--- src/rtl/gaussian_conv_5x5_if.sv ---
// Column-in / filtered-pixel-out bundle for the 5x5 Gaussian consumer stage.
// enable is a one-way strobe with no backpressure: every clock edge with enable=1 accepts one
// column (row_0..row_4, sof); pixel_out/eol_out/eof_out are meaningful only while valid_out=1.
interface gaussian_conv_5x5_if #(
  parameter int DATA_WIDTH = 8
);
  logic                  enable;
  logic                  sof;
  logic [DATA_WIDTH-1:0] row_0;
  logic [DATA_WIDTH-1:0] row_1;
  logic [DATA_WIDTH-1:0] row_2;
  logic [DATA_WIDTH-1:0] row_3;
  logic [DATA_WIDTH-1:0] row_4;
  logic [DATA_WIDTH-1:0] pixel_out;
  logic                  valid_out;
  logic                  eol_out;
  logic                  eof_out;

  modport master (
    output enable, sof, row_0, row_1, row_2, row_3, row_4,
    input  pixel_out, valid_out, eol_out, eof_out
  );

  modport slave (
    input  enable, sof, row_0, row_1, row_2, row_3, row_4,
    output pixel_out, valid_out, eol_out, eof_out
  );
endinterface

--- src/rtl/gaussian_conv_5x5.sv ---
// Separable 5x5 binomial blur: vertical [1 4 6 4 1] sum per beat, 5-column window,
// horizontal [1 4 6 4 1] sum, rounded /256, with end-of-line / end-of-frame tags.
module gaussian_conv_5x5 #(
  parameter int DATA_WIDTH   = 8,
  parameter int LINE_WIDTH   = 1920,
  parameter int FRAME_HEIGHT = 1080
) (
  input logic                clk,
  input logic                rst,
  gaussian_conv_5x5_if.slave bus
);
  localparam int VW = DATA_WIDTH + 4;
  localparam int HW = DATA_WIDTH + 8;
  localparam int XW = (LINE_WIDTH > 1) ? $clog2(LINE_WIDTH) : 1;
  localparam int YW = (FRAME_HEIGHT > 1) ? $clog2(FRAME_HEIGHT) : 1;
  localparam logic [XW-1:0] X_LAST = XW'(LINE_WIDTH - 1);
  localparam logic [YW-1:0] Y_LAST = YW'(FRAME_HEIGHT - 1);
  localparam logic [XW-1:0] X_MIN  = XW'(4);
  localparam logic [YW-1:0] Y_MIN  = YW'(4);
  localparam logic [HW-1:0] HALF   = HW'(1) << (DATA_WIDTH - 1);

  logic [XW-1:0] r_x, w_beat_x, w_x_next;
  logic [YW-1:0] r_y, w_beat_y, w_y_next;
  logic [VW-1:0] w_v;
  logic [VW-1:0] r_w [0:4];
  logic          w_win_ok, w_eol, w_eof;
  logic          r_b_ok, r_b_eol, r_b_eof;
  logic [HW-1:0] w_h, r_h, w_round;
  logic          r_s1_ok, r_s1_eol, r_s1_eof;

  always_comb begin
    w_beat_x = bus.sof ? '0 : r_x;
    w_beat_y = bus.sof ? '0 : r_y;
    w_x_next = (w_beat_x == X_LAST) ? '0 : w_beat_x + XW'(1);
    w_y_next = w_beat_y;
    if (w_beat_x == X_LAST) begin
      w_y_next = (w_beat_y == Y_LAST) ? '0 : w_beat_y + YW'(1);
    end
    // The window still holds the previous line's tail until x reaches 4; win_ok masks it.
    w_win_ok = (w_beat_x >= X_MIN) && (w_beat_y >= Y_MIN);
    w_eol    = w_win_ok && (w_beat_x == X_LAST);
    w_eof    = w_eol && (w_beat_y == Y_LAST);
    w_v = VW'(bus.row_0) + (VW'(bus.row_1) << 2) + (VW'(bus.row_2) << 2) +
          (VW'(bus.row_2) << 1) + (VW'(bus.row_3) << 2) + VW'(bus.row_4);
    w_h = HW'(r_w[0]) + (HW'(r_w[1]) << 2) + (HW'(r_w[2]) << 2) +
          (HW'(r_w[2]) << 1) + (HW'(r_w[3]) << 2) + HW'(r_w[4]);
    w_round = r_h + HALF;
  end

  always_ff @(posedge clk) begin
    if (rst) begin
      r_x           <= '0;
      r_y           <= '0;
      for (int i = 0; i < 5; i++) r_w[i] <= '0;
      r_b_ok        <= 1'b0;
      r_b_eol       <= 1'b0;
      r_b_eof       <= 1'b0;
      r_h           <= '0;
      r_s1_ok       <= 1'b0;
      r_s1_eol      <= 1'b0;
      r_s1_eof      <= 1'b0;
      bus.pixel_out <= '0;
      bus.valid_out <= 1'b0;
      bus.eol_out   <= 1'b0;
      bus.eof_out   <= 1'b0;
    end else begin
      if (bus.enable) begin
        r_x    <= w_x_next;
        r_y    <= w_y_next;
        r_w[0] <= r_w[1];
        r_w[1] <= r_w[2];
        r_w[2] <= r_w[3];
        r_w[3] <= r_w[4];
        r_w[4] <= w_v;
      end
      // Tags are single-cycle so an enable gap never replays a result.
      r_b_ok        <= bus.enable && w_win_ok;
      r_b_eol       <= bus.enable && w_eol;
      r_b_eof       <= bus.enable && w_eof;
      r_h           <= w_h;
      r_s1_ok       <= r_b_ok;
      r_s1_eol      <= r_b_eol;
      r_s1_eof      <= r_b_eof;
      bus.valid_out <= r_s1_ok;
      bus.eol_out   <= r_s1_eol;
      bus.eof_out   <= r_s1_eof;
      if (r_s1_ok) bus.pixel_out <= w_round[HW-1:DATA_WIDTH];
    end
  end
endmodule

--- src/flat_wrapper.sv ---
// flat-port wrapper written by rule: the top's interface ports become plain ports
module gaussian_conv_5x5_flat 
#(
  parameter int DATA_WIDTH   = 8,
  parameter int LINE_WIDTH   = 1920,
  parameter int FRAME_HEIGHT = 1080
)
  (clk, rst, bus_enable, bus_sof, bus_row_0, bus_row_1, bus_row_2, bus_row_3, bus_row_4, bus_pixel_out, bus_valid_out, bus_eol_out, bus_eof_out);
  gaussian_conv_5x5_if #(.DATA_WIDTH(DATA_WIDTH)) bus_i ();
  input logic clk;
  input logic rst;
  input wire logic [$bits(bus_i.enable)-1:0] bus_enable;
  input wire logic [$bits(bus_i.sof)-1:0] bus_sof;
  input wire logic [$bits(bus_i.row_0)-1:0] bus_row_0;
  input wire logic [$bits(bus_i.row_1)-1:0] bus_row_1;
  input wire logic [$bits(bus_i.row_2)-1:0] bus_row_2;
  input wire logic [$bits(bus_i.row_3)-1:0] bus_row_3;
  input wire logic [$bits(bus_i.row_4)-1:0] bus_row_4;
  output wire logic [$bits(bus_i.pixel_out)-1:0] bus_pixel_out;
  output wire logic [$bits(bus_i.valid_out)-1:0] bus_valid_out;
  output wire logic [$bits(bus_i.eol_out)-1:0] bus_eol_out;
  output wire logic [$bits(bus_i.eof_out)-1:0] bus_eof_out;
  assign bus_i.enable = bus_enable;
  assign bus_i.sof = bus_sof;
  assign bus_i.row_0 = bus_row_0;
  assign bus_i.row_1 = bus_row_1;
  assign bus_i.row_2 = bus_row_2;
  assign bus_i.row_3 = bus_row_3;
  assign bus_i.row_4 = bus_row_4;
  assign bus_pixel_out = bus_i.pixel_out;
  assign bus_valid_out = bus_i.valid_out;
  assign bus_eol_out = bus_i.eol_out;
  assign bus_eof_out = bus_i.eof_out;
  gaussian_conv_5x5 #(.DATA_WIDTH(DATA_WIDTH), .LINE_WIDTH(LINE_WIDTH), .FRAME_HEIGHT(FRAME_HEIGHT)) u_core (.clk(clk), .rst(rst), .bus(bus_i));
endmodule
--- config.mk ---
export PLATFORM = sky130hd
export DESIGN_NAME = gaussian_conv_5x5_flat
export DESIGN_NICKNAME = d
export VERILOG_FILES = /design/src/rtl/gaussian_conv_5x5_if.sv /design/src/rtl/gaussian_conv_5x5.sv /design/src/flat_wrapper.sv
export SDC_FILE = /design/constraint.sdc
export NUM_CORES = 1
export LEC_CHECK = 0
export BUFFER_PORTS_ARGS = -buffer_cell sky130_fd_sc_hd__clkbuf_2
export CORE_MARGIN = 10
export CORE_UTILIZATION = 40
export CTS_CLUSTER_DIAMETER = 100
export DETAILED_ROUTE_END_ITERATION = 10
export GPL_TIMING_DRIVEN = 0
export SYNTH_ARGS = -nofsm -noshare
export SYNTH_HDL_FRONTEND = slang
export SYNTH_SLANG_ARGS = --single-unit
--- constraint.sdc ---
create_clock -name clk -period 5.5 [get_ports clk]
set_input_delay 0.275 -clock clk [delete_from_list [all_inputs] [get_ports clk]]
set_output_delay 0.275 -clock clk [all_outputs]
set_load 0.02 [all_outputs]
==> results of run 1 <==
==> metal layers <==
layer	up-vias	global-route usage [%]	part of all wire, %
li1	2606	-	-
met1	2431	16.11	48
met4	0	4.180	1.4
met5	-	0	0
met2	52	20.38	48
met3	11	1.864	2.5
==> where the power goes <==
group | switching, mW | internal [mW] | total (mW)
clock network | 0.294 | 0.385 | 0.678
logic | 0.949 | 0.744 | 1.69
registers | 0.0641 | 0.957 | 1.02
==> kinds of logic after synthesis <==
logic type,Yosys count,share of synthesized area (%)
adder cells (fa/ha/maj),109,24.37
multiplexers,3,0.4034
flip-flops,108,37.12
buffers and inverters,125,6.455
XOR/XNOR,34,4.001
AO/OA/AOI/OAI,122,10.86
AND/OR/NAND/NOR,233,16.79
==> worst max path at each step <==
stage,start,slack [ps],end,depth (start not counted)
4_1_cts,u_core.r_w[1][0]$_SDFFCE_PN0P_,410,u_core.r_h[15]$_SDFF_PP0_,20
5_1_grt,u_core.r_w[1][0]$_SDFFCE_PN0P_,80,u_core.r_h[15]$_SDFF_PP0_,20
6_report,u_core.r_w[1][0]$_SDFFCE_PN0P_,440,u_core.r_h[15]$_SDFF_PP0_,20
3_5_place_dp,u_core.r_w[1][0]$_SDFFCE_PN0P_,460,u_core.r_h[15]$_SDFF_PP0_,20
3_3_place_gp,u_core.r_w[1][0]$_SDFFCE_PN0P_,430,u_core.r_h[15]$_SDFF_PP0_,20
2_1_floorplan,u_core.r_w[1][0]$_SDFFCE_PN0P_,930,u_core.r_h[15]$_SDFF_PP0_,20
==> Yosys cell counts (7+ instances only) <==
| cell type | count |
|---|---|
| fa_1 | 60 |
| xnor2_1 | 23 |
| o21ai_0 | 21 |
| nor2b_1 | 19 |
| xor2_1 | 11 |
| and2_1 | 45 |
| inv_1 | 103 |
| nor3_1 | 7 |
| nor2_1 | 66 |
| a211oi_1 | 10 |
| clkbuf_1 | 12 |
| dfxtp_1 | 48 |
| a21oi_1 | 32 |
| a21o_1 | 8 |
| edfxtp_1 | 60 |
| o21ai_1 | 9 |
| ha_1 | 49 |
| nand3_1 | 21 |
| nand2_1 | 30 |
==> area by class of cell <==
class                   count  area share, %
plain buffers              21          1.081
clock inverters             4         0.4954
flip-flops and latches    108          33.15
well taps                 229          3.438
clock buffers              12          3.333
multi-input cells         501          50.40
inverters                 104          4.684
repair buffers             54          3.423
==> metrics by stage <==
stage,util (%),area [µm²]
2_1_floorplan,-,7443
3_3_place_gp,44.06,7995
3_5_place_dp,44.17,8015
4_1_cts,45.93,8334
5_1_grt,45.93,8334
6_report,45.93,8334
==> flip-flops by register name, indices dropped and copies added (netlist names), 8 cells and up <==
signal	count
u_core.bus.pixel_out	8
u_core.r_h	9
u_core.r_w	60
u_core.r_x	11
u_core.r_y	11
==> worst max-delay path, stage by stage (launching register included) <==
cell,delay [ps]
edfxtp_1,350
ha_1,170
inv_1,50
fa_1,400
nor2b_1,120
o21ai_0,100
a21bo_2,240
a21oi_1,350
xor2_1,240
fa_1,470
fa_1,530
inv_1,60
fa_1,490
inv_1,40
ha_1,370
a21oi_1,240
o22ai_1,110
o21a_1,180
a211oi_2,220
xnor2_1,140
nor2_1,50
==> flow_metrics.env, run 1 <==
export IMPL_cp_max_fo=7
export IMPL_min_to="u_core.bus.valid_out$_SDFF_PP0_"
export IMPL_start_kind="flop"
export IMPL_clk_pin_slew_worst_paths_ps=70
export IMPL_core_mm2=0.01815
export IMPL_relSlewSlack_pct=58.22
export IMPL_syn_inst=734
export IMPL_netlist_area_mm2=0.007443
export IMPL_netlist_area_leader_share_pct=24.21
export IMPL_first_global_vias=5276
export IMPL_clock_sinks=108
export IMPL_maxSlewViolCount=0
export IMPL_gp_congestion=0.8560
export IMPL_synth_ff_type="edfxtp_1"
export IMPL_yosys_cell_types_count=63
export IMPL_worstReg2RegEnd="u_core.r_h[15]$_SDFF_PP0_"
export IMPL_die_x_um=156.4
export IMPL_clockBufferDepth=2
export IMPL_cts_setup_buffers=0
export IMPL_outcome="completed"
export IMPL_critPathKind="reg2reg"
export IMPL_ff2ff_setup_slack_ps=440
export IMPL_finalHoldViolations=0
export IMPL_htreeDepth=3
export IMPL_avgSynthCellArea_um2=10.14
export IMPL_seqCellArea_mm2=0.002763
export IMPL_crit_arrival_ps=5290
export IMPL_cts_tree="yes"
export IMPL_rsz0062_at_grt="no"
export IMPL_min_from="rst"
export IMPL_fin_ws_ps=438.4
export IMPL_wl_per_cell_um=13.74
export IMPL_fin_skew_ps=7.783
export IMPL_fin_nets=952
export IMPL_fmax_mhz=197.6
export IMPL_avgViaCountPerCell=4.937
export IMPL_area_growth_syn_to_layout_pct=11.97
export IMPL_layout_drive_gt1_share_pct=10.70
export IMPL_start_util_pct=41.02
export IMPL_route_detailed_drc=0
export IMPL_track_usage_pct=12.31
export IMPL_async_reset_ff_share_pct=0
export IMPL_multi_input_area_mm2=0.004200
export IMPL_power_leakage_nw=3.691
export IMPL_grt_pass1_wl_um=24970
export IMPL_r2r_start="u_core.r_w[1][0]$_SDFFCE_PN0P_"
export IMPL_dieHeight_um=156.4
export IMPL_wirelength_um=14200
export IMPL_most_common_layout_cells="inv_1 (102), nor2_1 (66), fa_1 (60), edfxtp_1 (60), clkbuf_2 (53)"
export IMPL_whs_path_depth=2
export IMPL_num_rows=49
export IMPL_synth_top_area_cell="edfxtp_1"
export IMPL_clockRootBuffer="clkbuf_16"
export IMPL_hold_path_class="in2reg"
export IMPL_drt_iter0_markers=264
export IMPL_grt_max_degree=41
export IMPL_ys_ff_latch=108
export IMPL_post_dp_hpwl_um=11290
export IMPL_instances_no_fill=1033
export IMPL_finalSetupViolCount=0
export IMPL_critPathCaptureType="flop"
export IMPL_syn_nets=887
export IMPL_placed_cells=1017
export IMPL_holdBufCountCts=0
export IMPL_final_common_cell="inv_1"
export IMPL_max_vdd_ir_drop_mv=0.1870
export IMPL_antenna_cells=0
export IMPL_antenna_found_initial=0
export IMPL_tns_ps=0
export IMPL_fin_crit_ps=5062
export IMPL_synth_edf_count=60
export IMPL_vias=5100
export IMPL_timing_final_crit_share_pct=92.03
export IMPL_p_total_mw=3.392
export IMPL_cts_repair_resized=0
export IMPL_clk_insertion_delay_late_ps=350
export IMPL_fillers=1763
export IMPL_whs_ps=208.0
export IMPL_drv_cap=0
export IMPL_seq_area_frac_synth_pct=37.12
export IMPL_worstMarginPinSlew_ps=624.4
export IMPL_io_buffers=53
export IMPL_p_per_area_mw_per_mm2=407.0
export IMPL_dieArea_mm2=0.02446
export IMPL_ys_warn_count=0
export IMPL_dpl_worst_slack_ps=458.3
export IMPL_rr_worst_depth=20
export IMPL_synth_area_leaders="edfxtp_1 (24%), fa_1 (16%), dfxtp_1 (13%), ha_1 (8.2%), inv_1 (5.2%)"
export IMPL_ios=55
export IMPL_worstPathRequired_ps=5730
export IMPL_grt_ovfl_total=0
export IMPL_antenna_left=0
export IMPL_drtPass1Iterations=4
export IMPL_cts_buffers=9
No activity file was read; power rests on OpenSTA's default activity.
==> run 2, diff against run 1 <==
--- a/config.mk
+++ b/config.mk
@@ -11,6 +11,7 @@
 export CTS_CLUSTER_DIAMETER = 100
 export DETAILED_ROUTE_END_ITERATION = 10
 export GPL_TIMING_DRIVEN = 0
+export REMOVE_ABC_BUFFERS = 1
 export SYNTH_ARGS = -nofsm -noshare
 export SYNTH_HDL_FRONTEND = slang
 export SYNTH_SLANG_ARGS = --single-unit
==> run 2 against run 1 <==
  * First-iteration DRC count up 9.5%
  * Global-route usage down 0.42 points
  * Sequential cell count unchanged
  * Final area down 1.5%
  * Clock-buffer cell count down 2
  * Sequential share of layout area up 0.52 points
  * Core utilization down 0.70 points
  * Via count down 1.6%
  * Register-to-register slack worse by 20 ps
  * Critical path depth unchanged
  * Critical path type unchanged
  * Largest cell class unchanged
  * Largest power group unchanged
  * Highest routed layer unchanged
==> flow_metrics.env, run 2 (synthesized netlist as in run 1, its figures left out) <==
export IMPL_track_usage_pct=11.89
export IMPL_finalHoldViolations=0
export IMPL_crit_arrival_ps=5300
export IMPL_final_common_cell="inv_1"
export IMPL_drt_iter0_markers=289
export IMPL_wl_per_cell_um=13.49
export IMPL_reg_largest_list="u_core.r_w (60), u_core.r_x (11), u_core.r_y (11)"
export IMPL_cts_repair_resized=0
export IMPL_grt_max_degree=46
export IMPL_clk_insertion_delay_late_ps=350
export IMPL_die_x_um=156.4
export IMPL_most_common_layout_cells="inv_1 (102), nor2_1 (66), fa_1 (60), edfxtp_1 (60), clkbuf_2 (54)"
export IMPL_avgViaCountPerCell=4.953
export IMPL_gp_congestion=0.8254
export IMPL_cts_tree="yes"
export IMPL_timing_final_crit_share_pct=92.36
export IMPL_fin_ws_ps=420.5
export IMPL_dieArea_mm2=0.02446
export IMPL_dieHeight_um=156.4
export IMPL_drtPass1Iterations=4
export IMPL_grt_use_met1_pct=15.22
export IMPL_wirelength_um=13660
export IMPL_power_leakage_nw=3.622
export IMPL_drv_cap=0
export IMPL_clock_sinks=108
export IMPL_largest_reg_flops=60
export IMPL_grt_use_met2_pct=19.58
export IMPL_worstPathRequired_ps=5720
export IMPL_fin_area_mm2=0.008207
export IMPL_p_per_area_mw_per_mm2=402.4
export IMPL_grtUsageMet3_pct=2.248
export IMPL_holdBufCountCts=0
export IMPL_post_dp_hpwl_um=10540
export IMPL_area_growth_syn_to_layout_pct=10.25
export IMPL_critPathKind="reg2reg"
export IMPL_ios=55
export IMPL_layout_drive_gt1_share_pct=10.59
export IMPL_cts_setup_buffers=0
export IMPL_grt_pass1_wl_um=24020
export IMPL_io_buffers=54
export IMPL_busiest_layer="met2"
export IMPL_tns_ps=0
export IMPL_antenna_left=0
export IMPL_clockRootBuffer="clkbuf_16"
export IMPL_finalSetupViolCount=0
export IMPL_maxSlewViolCount=0
export IMPL_cts_buffers=9
export IMPL_first_global_vias=5170
export IMPL_antenna_found_initial=0
export IMPL_fin_nets=932
export IMPL_htreeDepth=3
export IMPL_vias=5017
export IMPL_final_core_util_pct=45.22
export IMPL_cp_max_fo=7
export IMPL_antenna_cells=0
export IMPL_route_detailed_drc=0
export IMPL_critPathCaptureType="flop"
export IMPL_hold_path_class="in2reg"
export IMPL_worstMarginPinSlew_ps=1074
export IMPL_max_vdd_ir_drop_mv=0.1915
export IMPL_fin_skew_ps=8.106
export IMPL_outcome="completed"
export IMPL_relSlewSlack_pct=28.40
export IMPL_start_kind="flop"
export IMPL_fin_crit_ps=5080
export IMPL_fmax_mhz=196.9
export IMPL_clk_pin_slew_worst_paths_ps=70
export IMPL_dpl_worst_slack_ps=390.6
export IMPL_top_register="u_core.r_w"
export IMPL_clockBufferDepth=2
export IMPL_num_rows=49
export IMPL_rsz0062_at_grt="no"
export IMPL_placed_cells=997
export IMPL_postPlaceCellArea_mm2=0.007938
export IMPL_instances_no_fill=1013
export IMPL_start_util_pct=41.02
export IMPL_grt_ovfl_total=0
export IMPL_core_mm2=0.01815
run 2: changes by cell type in the layout (fill, tap and decap cells not counted), moves of 2 or more:
cell | previous run | this run
clkbuf_1 | 12 | 1
buf_1 | 5 | 0
clkinvlp_2 | 0 | 2
clkbuf_8 | 2 | 0
buf_2 | 3 | 0
run 2: final timing paths:
kind                                        from                              to  slack (ps)  cells past startpoint
setup / recovery  u_core.r_w[1][0]$_SDFFCE_PN0P_       u_core.r_h[15]$_SDFF_PP0_         420                     20
setup reg to reg  u_core.r_w[1][0]$_SDFFCE_PN0P_       u_core.r_h[15]$_SDFF_PP0_         420                     20
hold / removal                      bus_row_0[0]  u_core.r_w[4][0]$_SDFFCE_PN0P_         310                      3
hold reg to reg       u_core.r_s1_eof$_SDFF_PP0_   u_core.bus.eof_out$_SDFF_PP0_         440                      1
run 2: stage by stage:
step / hold WS [ps] / power [mW]
2_1_floorplan: 344.1 / 2.353
3_3_place_gp: 416.5 / 2.712
3_5_place_dp: 425.6 / 2.733
4_1_cts: 299.2 / 3.356
5_1_grt: 327.4 / 3.639
6_report: 308.7 / 3.302
run 2: critical path, stage by stage, from the launching register on:
cell and delay (ps):
edfxtp_1 360, ha_1 180, inv_1 50, fa_1 400, nor2b_1 120, o21ai_0 100
a21bo_2 230, a21oi_1 320, xor2_1 260, fa_1 490, fa_1 520, inv_1 50
fa_1 500, inv_1 50, ha_1 370, a21oi_1 230, o22ai_1 110, o21a_1 180
a211oi_2 220, xnor2_1 140, nor2_1 50
run 2: final cells by class:
type                            instances  area, µm²
Clock buffer                           10      229.0
Tap cell                              229      286.5
Fill cell                            1746       9941
Multi-Input combinational cell        501       4208
Clock inverter                          6      40.04
Timing Repair Buffer                   55      290.3
Sequential cell                       108       2763
Inverter                              104      390.4
run 2: power breakdown:
part | switching (mW) | total [mW] | internal (mW)
clock | 0.298 | 0.605 | 0.307
sequential | 0.0645 | 1.02 | 0.957
combinational | 0.931 | 1.68 | 0.745
total | 1.29 | 3.30 | 2.01
run 2: per-layer routing:
layer  up-vias  wire, µm
met1      2359      6486
met5         -         0
met3        17       377
li1       2571         -
met2        70      6582
met4         0       216
==> run 3, diff against run 2 <==
--- a/config.mk
+++ b/config.mk
@@ -12,6 +12,7 @@
 export DETAILED_ROUTE_END_ITERATION = 10
 export GPL_TIMING_DRIVEN = 0
 export REMOVE_ABC_BUFFERS = 1
+export SETUP_SLACK_MARGIN = 0.5
 export SYNTH_ARGS = -nofsm -noshare
 export SYNTH_HDL_FRONTEND = slang
 export SYNTH_SLANG_ARGS = --single-unit
==> run 3 against run 2 <==
  * Critical path depth unchanged
  * Combinational power rose by 7%
  * Via count down 0.14%
  * Global-route usage about the same
  * Sequential share of layout area down 0.42 points
  * Clock-buffer cell count unchanged
  * Clock skew is 1.1 ps lower
  * Sequential cell count is the same
  * Register-to-register slack better by 250 ps
  * Clock power barely moved
  * First-iteration DRC count grew 11%
  * Sequential power is essentially flat
  * Critical path type unchanged
==> flow_metrics.env, run 3 (synthesized netlist as in run 1, its figures left out) <==
export IMPL_top_register="u_core.r_w"
export IMPL_worstPathRequired_ps=5720
export IMPL_grt_pass1_wl_um=24030
export IMPL_clockRootBuffer="clkbuf_16"
export IMPL_largest_reg_flops=60
export IMPL_start_util_pct=41.02
export IMPL_htreeDepth=3
export IMPL_avgViaCountPerCell=4.931
export IMPL_finalSetupViolCount=0
export IMPL_clk_insertion_delay_late_ps=350
export IMPL_cp_startpoint="u_core.r_w[1][0]$_SDFFCE_PN0P_"
export IMPL_most_common_layout_cells="inv_1 (102), nor2_1 (66), edfxtp_1 (60)"
export IMPL_first_global_vias=5170
export IMPL_clk_pin_slew_worst_paths_ps=70
export IMPL_final_core_util_pct=45.79
export IMPL_maxSlewViolCount=0
export IMPL_fmax_mhz=207.1
export IMPL_clockBufferDepth=2
export IMPL_die_x_um=156.4
export IMPL_fin_nets=935
export IMPL_core_mm2=0.01815
export IMPL_clock_sinks=108
export IMPL_cts_tree="yes"
export IMPL_max_vdd_ir_drop_mv=0.2015
export IMPL_busiest_layer="met2"
export IMPL_timing_final_crit_share_pct=87.79
export IMPL_route_detailed_drc=0
export IMPL_grt_use_met2_pct=19.58
export IMPL_outcome="completed"
export IMPL_seqCellArea_mm2=0.002763
export IMPL_grt_ovfl_total=0
export IMPL_drv_cap=0
export IMPL_drtPass1Iterations=4
export IMPL_relSlewSlack_pct=28.20
export IMPL_r2r_start="u_core.r_w[1][0]$_SDFFCE_PN0P_"
export IMPL_post_dp_hpwl_um=10540
export IMPL_antenna_found_initial=0
export IMPL_dieArea_mm2=0.02446
export IMPL_tns_ps=0
export IMPL_vias=5010
export IMPL_fin_skew_ps=6.998
export IMPL_finalHoldViolations=0
export IMPL_multi_input_area_mm2=0.004284
export IMPL_power_leakage_nw=3.644
export IMPL_hold_path_class="in2reg"
export IMPL_dieHeight_um=156.4
export IMPL_p_per_area_mw_per_mm2=410.5
export IMPL_cts_buffers=9
export IMPL_cp_max_fo=3
export IMPL_grt_use_met1_pct=15.24
export IMPL_reg_largest_list="u_core.r_w (60), u_core.r_x (11), u_core.r_y (11)"
export IMPL_layout_drive_gt1_share_pct=12.33
export IMPL_drt_iter0_markers=320
export IMPL_rsz0062_at_grt="no"
export IMPL_final_common_cell="inv_1"
export IMPL_wirelength_um=13710
export IMPL_start_kind="flop"
export IMPL_crit_arrival_ps=5050
export IMPL_worstMarginPinSlew_ps=1077
export IMPL_antenna_left=0
export IMPL_antenna_cells=0
export IMPL_grtUsageMet3_pct=2.248
export IMPL_area_growth_syn_to_layout_pct=11.63
export IMPL_track_usage_pct=11.89
export IMPL_num_rows=49
export IMPL_gp_congestion=0.8254
export IMPL_fillers=1732
export IMPL_wl_per_cell_um=13.49
export IMPL_grt_max_degree=46
export IMPL_io_buffers=54
export IMPL_ios=55
export IMPL_fin_crit_ps=4829
export IMPL_critPathCaptureType="flop"
export IMPL_min_from="bus_row_0[0]"
export IMPL_critPathKind="reg2reg"
## run 3: cell types whose count changed in the layout (fill, tap and decap cells not counted), moves of 2 or more
cell	previous run	this run
ha_1	49	44
ha_2	0	3
buf_4	0	2
ha_4	0	2
o21ai_0	21	19
o21ai_1	9	11
a21oi_1	32	30
## run 3: path summary, 6_finish.rpt
kind	to	slack, ps	cells past startpoint
setup / recovery	u_core.r_h[15]$_SDFF_PP0_	670	20
setup reg to reg	u_core.r_h[15]$_SDFF_PP0_	670	20
hold / removal	u_core.r_w[4][0]$_SDFFCE_PN0P_	310	3
hold reg to reg	u_core.bus.eof_out$_SDFF_PP0_	440	1
## run 3: layout make-up
class	count	area share [%]
well taps	229	3.448
flip-flops and latches	108	33.25
clock buffers	10	2.756
inverters	104	4.698
repair buffers	58	3.810
clock inverters	6	0.4819
multi-input cells	501	51.56
## run 3: power by group
part	switching [mW]	total, mW	internal (mW)
Clock	0.297	0.604	0.307
Combinational	0.969	1.79	0.816
Sequential	0.0653	1.02	0.957
Total	1.33	3.41	2.08
## run 3: routing by layer
layer	vias up	part of all wire, %
met1	2363	47
li1	2575	-
met2	62	49
met5	-	0
met4	0	1.1
met3	10	2.9
## run 3: timing repair
action | in CTS | in global routing
hold buffers | 0 | 0
resized for setup | 3 | 13
setup endpoints to repair | 4 | 5
setup buffers | 0 | 3
pin swaps | 0 | 6
## run 3: per-stage QoR
step           std cells  setup WS [ps]  hold slack [ps]  cell area (µm²)  total power [mW]
2_1_floorplan        713          944.0            344.1             7353             2.353
3_3_place_gp         996          407.0            416.5             7910             2.712
3_5_place_dp         997          390.6            425.6             7938             2.733
4_1_cts             1013          501.1            299.2             8225             3.359
5_1_grt             1016          497.7            327.7             8309             3.759
6_report            1016          671.3            310.3             8309             3.411
## run 3: critical path, cell delays in order, from the launching register on
cell      delay, ps
edfxtp_1        360
ha_2            180
inv_1            50
fa_2            350
nor2b_1         130
o21ai_1          80
and2_1          170
xnor2_2         270
fa_1            490
fa_1            520
inv_1            50
fa_1            490
inv_1            60
ha_4            250
nand4_1         110
o22ai_2         100
o41a_1          490
buf_6           160
a211oi_4        220
xnor2_1         140
nor2_1           50
